===== src/rtl/inst_rom_pipe.sv =====
// Instruction ROM with a program-load port and a one-stage registered fetch
// output feeding the IF/ID register. Two modes: RUN serves fetches, LOAD
// streams words into the array from a wrapping write pointer.
module inst_rom_pipe #(
  parameter int unsigned       DATA_W   = 32,
  parameter int unsigned       DEPTH    = 64,
  parameter int unsigned       ADDR_W   = 6,
  parameter logic [DATA_W-1:0] NOP_INST = DATA_W'(32'h0000_0013)
) (
  input  logic              clk,
  input  logic              rst_n,
  input  logic              load_mode,
  input  logic              ld_valid,
  input  logic [DATA_W-1:0] ld_data,
  output logic              ld_done,
  output logic              ld_wrap,
  input  logic              fetch_valid,
  input  logic [ADDR_W-1:0] fetch_addr,
  output logic              fetch_ready,
  input  logic              flush,
  input  logic              stall,
  output logic [DATA_W-1:0] inst,
  output logic              inst_valid,
  output logic              addr_err
);

  localparam logic [0:0] ST_RUN  = 1'b0;
  localparam logic [0:0] ST_LOAD = 1'b1;

  // One extra bit so DEPTH itself (e.g. 64 with 6-bit addresses) is representable.
  localparam logic [ADDR_W:0]   DEPTH_C  = (ADDR_W + 1)'(DEPTH);
  localparam logic [ADDR_W-1:0] PTR_LAST = ADDR_W'(DEPTH - 1);

  logic [0:0]        state_q, state_d;
  logic [ADDR_W-1:0] ptr_q, ptr_d;
  logic              wrap_q, wrap_d;
  logic              done_q, done_d;
  logic [DATA_W-1:0] inst_q, inst_d;
  logic              valid_q, valid_d;
  logic              err_q, err_d;
  logic              mem_we;
  logic              accept;
  logic              addr_ok;

  logic [DATA_W-1:0] mem_q [DEPTH];

  assign fetch_ready = (state_q == ST_RUN) & ~load_mode & ~stall & ~flush;
  assign accept      = fetch_valid & fetch_ready;
  assign addr_ok     = {1'b0, fetch_addr} < DEPTH_C;

  // Mode FSM, load pointer, wrap flag and the done pulse request.
  always_comb begin
    // NOTE: every variable gets a default before any branch, so no path
    // leaves one unassigned and no latch is inferred.
    state_d = state_q;
    ptr_d   = ptr_q;
    wrap_d  = wrap_q;
    mem_we  = 1'b0;
    done_d  = (state_q == ST_LOAD) && !load_mode;
    case (state_q)
      ST_RUN: begin
        if (load_mode) begin
          state_d = ST_LOAD;
          ptr_d   = '0;
          wrap_d  = 1'b0;
        end
      end
      ST_LOAD: begin
        if (ld_valid) begin
          mem_we = 1'b1;
          if (ptr_q == PTR_LAST) begin
            ptr_d  = '0;
            wrap_d = 1'b1;
          end else begin
            ptr_d = ptr_q + ADDR_W'(1);
          end
        end
        if (!load_mode) state_d = ST_RUN;
      end
      default: state_d = ST_RUN;
    endcase
  end

  // Next fetch output: flush/load kill it, stall holds it, accept loads it.
  always_comb begin
    inst_d  = inst_q;
    valid_d = valid_q;
    err_d   = err_q;
    if (flush || load_mode || (state_q == ST_LOAD)) begin
      inst_d  = NOP_INST;
      valid_d = 1'b0;
      err_d   = 1'b0;
    end else if (stall) begin
      inst_d  = inst_q;
    end else if (accept) begin
      valid_d = 1'b1;
      if (addr_ok) begin
        inst_d = mem_q[fetch_addr];
        err_d  = 1'b0;
      end else begin
        inst_d = NOP_INST;
        err_d  = 1'b1;
      end
    end else begin
      inst_d  = NOP_INST;
      valid_d = 1'b0;
      err_d   = 1'b0;
    end
  end

  // Control and output registers, cleared asynchronously.
  always_ff @(posedge clk or negedge rst_n) begin
    // NOTE: sequential state uses non-blocking assignments so every register
    // samples pre-edge values regardless of statement order.
    if (!rst_n) begin
      state_q <= ST_RUN;
      ptr_q   <= '0;
      wrap_q  <= 1'b0;
      done_q  <= 1'b0;
      inst_q  <= NOP_INST;
      valid_q <= 1'b0;
      err_q   <= 1'b0;
    end else begin
      state_q <= state_d;
      ptr_q   <= ptr_d;
      wrap_q  <= wrap_d;
      done_q  <= done_d;
      inst_q  <= inst_d;
      valid_q <= valid_d;
      err_q   <= err_d;
    end
  end

  // Program array write port.
  always_ff @(posedge clk) begin
    // NOTE: the array has no reset so it maps onto RAM and a reset in the
    // middle of a load keeps the words already written.
    if (mem_we) mem_q[ptr_q] <= ld_data;
  end

  assign ld_done    = done_q;
  assign ld_wrap    = wrap_q;
  assign inst       = inst_q;
  assign inst_valid = valid_q;
  assign addr_err   = err_q;

endmodule


===== config.mk =====
export PLATFORM = sky130hd
export DESIGN_NAME = inst_rom_pipe
export DESIGN_NICKNAME = d
export VERILOG_FILES = /design/src/rtl/inst_rom_pipe.sv
export SDC_FILE = /design/constraint.sdc
export NUM_CORES = 2
export LEC_CHECK = 0
export ABC_CLOCK_PERIOD_IN_PS = 3600
export CAP_MARGIN = 20
export CORE_MARGIN = 3
export CORE_UTILIZATION = 26
export DETAILED_ROUTE_END_ITERATION = 10
export DONT_BUFFER_PORTS = 1
export HOLD_SLACK_MARGIN = 0.08
export SLEW_MARGIN = 20
export SYNTH_ARGS = -nofsm -noshare
export SYNTH_HDL_FRONTEND = slang
export SYNTH_SLANG_ARGS = --single-unit

===== constraint.sdc =====
create_clock -name clk -period 3.6 [get_ports clk]
set_input_delay 0.9 -clock clk [delete_from_list [all_inputs] [get_ports clk]]
set_output_delay 0.9 -clock clk [all_outputs]
set_load 0.005 [all_outputs]

==> metrics.yaml <==
slew_headroom_pct: 37.8
grt_pass1_vias: 38900
critPathRequiredTime_ns: 4.30
synthTopCellsByCount: "edfxtp_1 (2048), mux4_2 (495), mux2i_1 (160)"
fin_nets: 3756
dieArea_sq_um: 314000
worstMarginPinSlew_ns: 0.931
yosysSeqAreaShare_pct: 78.2
dr.pass1.iters: 5
syn-instance-count: 3513
fin_util_pct: 30.4
drive_gt1_share_pct: 27.4
cp.arrival_ns: 4.25
fillers: 29200
tns_ns: 0
tritoncts: "done"
synth_area_sq_um: 80000
p_clk_share_pct: 41.6
antenna_found_initial: 9
drtAntennaViolNets: 0
powerDensity_nw_per_um2: 528
clockBufferDepth: 3
grt_use_total_pct: 13.6
cts_buffers: 203
run_status: "completed"
fmax_mhz: 282
synth_top_area_share_pct: 76.9
postSynthNetCount: 3559
num_vias: 38900
postSynthAreaPerCell_sq_um: 22.8
clkLatencyLatePin_ns: 0.85
gp_congestion: 0.785
p_leak_nw: 28.5
cts.clk_slew.worst_paths_ns: 0.06
cts_root_buf: "clkbuf_16"
die_w_um: 561
timing.final.crit_share_pct: 98.6
hpwl_um: 124000
htreeDepth: 4
switching_power_mw: 10.1
core_area_sq_um: 306000
crit_type: "primary input to flip-flop"
min_period_ns: 3.55
drt-total-wl_um: 222000
setup_viol: 0
ys_ff_latch: 2090
io_pins: 82
switching_share_pct: 20.5
grt_max_degree: 521
synth_flop_cell: "edfxtp_1"
seqPwrFrac_pct: 54.9
routed_via_density: 4.87
startpoint_type: "primary input"
initial_utilization_pct: 26.1
internal_power_mw: 39.0
multi_input_area_sq_um: 16800
fin_worst_skew_ns: 0.0529
final_hold_viol_count: 0
num_rows: 203
grt_pass1_wl_um: 308000
min_path_type: "primary input to flip-flop"
synth_area_leader_cell: "edfxtp_1"
ys_async_sr_fraction_pct: 2.01
synth.most_common_cell: "edfxtp_1"
yosysUniqueCellTypes: 61
ff2ff_setup_slack_ns: 0.81
io_buffers: 0
cts.sinks: 2090
cp-end-kind: "flip-flop"
grt_overflow: 0
post_cts_resized: 0
rsz0062_at_grt: "no"
synth.area.top_cells: "edfxtp_1 (77%), mux4_2 (14%), mux2i_1 (2.0%), dfrtp_1 (1.2%), buf_4 (0.48%)"
yosys_warnings: 0
cts_setup_buffers: 0
dp_cells: 7589
holdWs_ns: 0.164
layout.cells.non_filler: 7982
dr.first_iter.drc_count: 5137
drc: 0
synth-edff-count: 2048
dieHeight_um: 561
power_frac_comb_pct: 3.5
max-cap-violations: 0
slew_viol_final: 0
area_delta_synth_final_pct: 16.2
register_area_sq_um: 62600
path_max_fanout: 116
ir_worst_vdd_uv: 397
avgRoutedWirePerCell_um: 27.8
fin_total_pwr_mw: 49.0
## final cells by class
type / count / area share [%]
tap: 4100 / 5.52
sequential: 2090 / 67.3
timing repair buffer: 183 / 2.19
clock inverter: 113 / 1.07
multi-input combinational: 1227 / 18.1
inverter: 5 / 0.0202
antenna: 2 / 0.00539
clock buffer: 262 / 5.79
## power by group through the flow
stage                     sequential (mW)  combinational, mW  clock (mW)
after floorplan                      27.4               1.31           0
after global placement               27.4               1.38           0
after detailed placement             27.4               1.38           0
after CTS                            26.9               1.41        20.8
after global routing                 26.9               1.83        21.7
final                                26.9               1.74        20.4
## what timing repair did
| action | in CTS | in global routing |
|---|---|---|
| hold endpoints to repair | 44 | 0 |
| hold buffers | 3 | 0 |
| endpoints found under the setup margin | 0 | 19 |
## sequential cells by signal, summed over array words and instances (netlist names)
name        flops
mem_q        2048
inst           32
ld_done         1
ptr_q           6
state_q         1
inst_valid      1
ld_wrap         1
## worst paths after layout
path                          startpoint           to  cells past startpoint
hold / removal                ld_data[6]  mem_q[1][6]                      0
setup reg to reg                 state_q     inst[26]                      7
hold reg to reg                  inst[8]      inst[8]                      1
setup / recovery           fetch_addr[1]     inst[17]                      7
min in group asynchronous          rst_n     inst[21]                      2
max in group asynchronous          rst_n      inst[2]                      2
## cell families after synthesis
family          share of synthesized area, %
compound gates                          2.49
xor+xnor                              0.0110
fa+ha+maj                             0.0156
buf+inv                                 1.44
flops                                   78.2
mux                                     16.3
other cells                          0.00469
simple gates                            1.53
## critical path, cell delays in order
cell,delay [ns]
buf_16,0.41
buf_16,0.35
buf_16,0.48
mux4_2,0.41
mux4_2,0.53
a22oi_1,0.56
nand3_1,0.14
## placed cells by master, fill, tap and decap left out, drive strengths merged, types with 14 or more instances in the layout
cell type	synthesis	routed
a22oi	43	43
nand3	28	28
a211o	17	17
edfxtp	2048	2048
a211oi	32	32
mux4	495	495
mux2i	160	160
mux2	26	26
inv	5	14
nor2	98	98
clkinv	0	91
dfrtp	39	39
nand2	76	76
nor2b	18	18
o221ai	21	21
a21oi	37	37
clkbuf	53	267
o21ai	34	34
buf	138	176
o22ai	41	41
## per-stage QoR
stage                     instance area [sq um]  setup WS [ns]
after global placement                    86100          0.213
after CTS                                 92600          0.402
after global routing                      92900         0.0160
after floorplan                           80000          0.169
final                                     92900         0.0504
after detailed placement                  86100          0.350
## layer usage
metal / vias up / routed length (um) / GRT usage, % / share of wire [%]
li1: 15400 / - / - / -
met4: 0 / 5790 / 3.62 / 2.6
met5: - / 0 / 0 / 0
met2: 1750 / 109000 / 22.6 / 49
met3: 288 / 19300 / 3.06 / 8.7
met1: 21500 / 87700 / 18.1 / 40
Note: power is estimated with default switching activity, not from simulation.
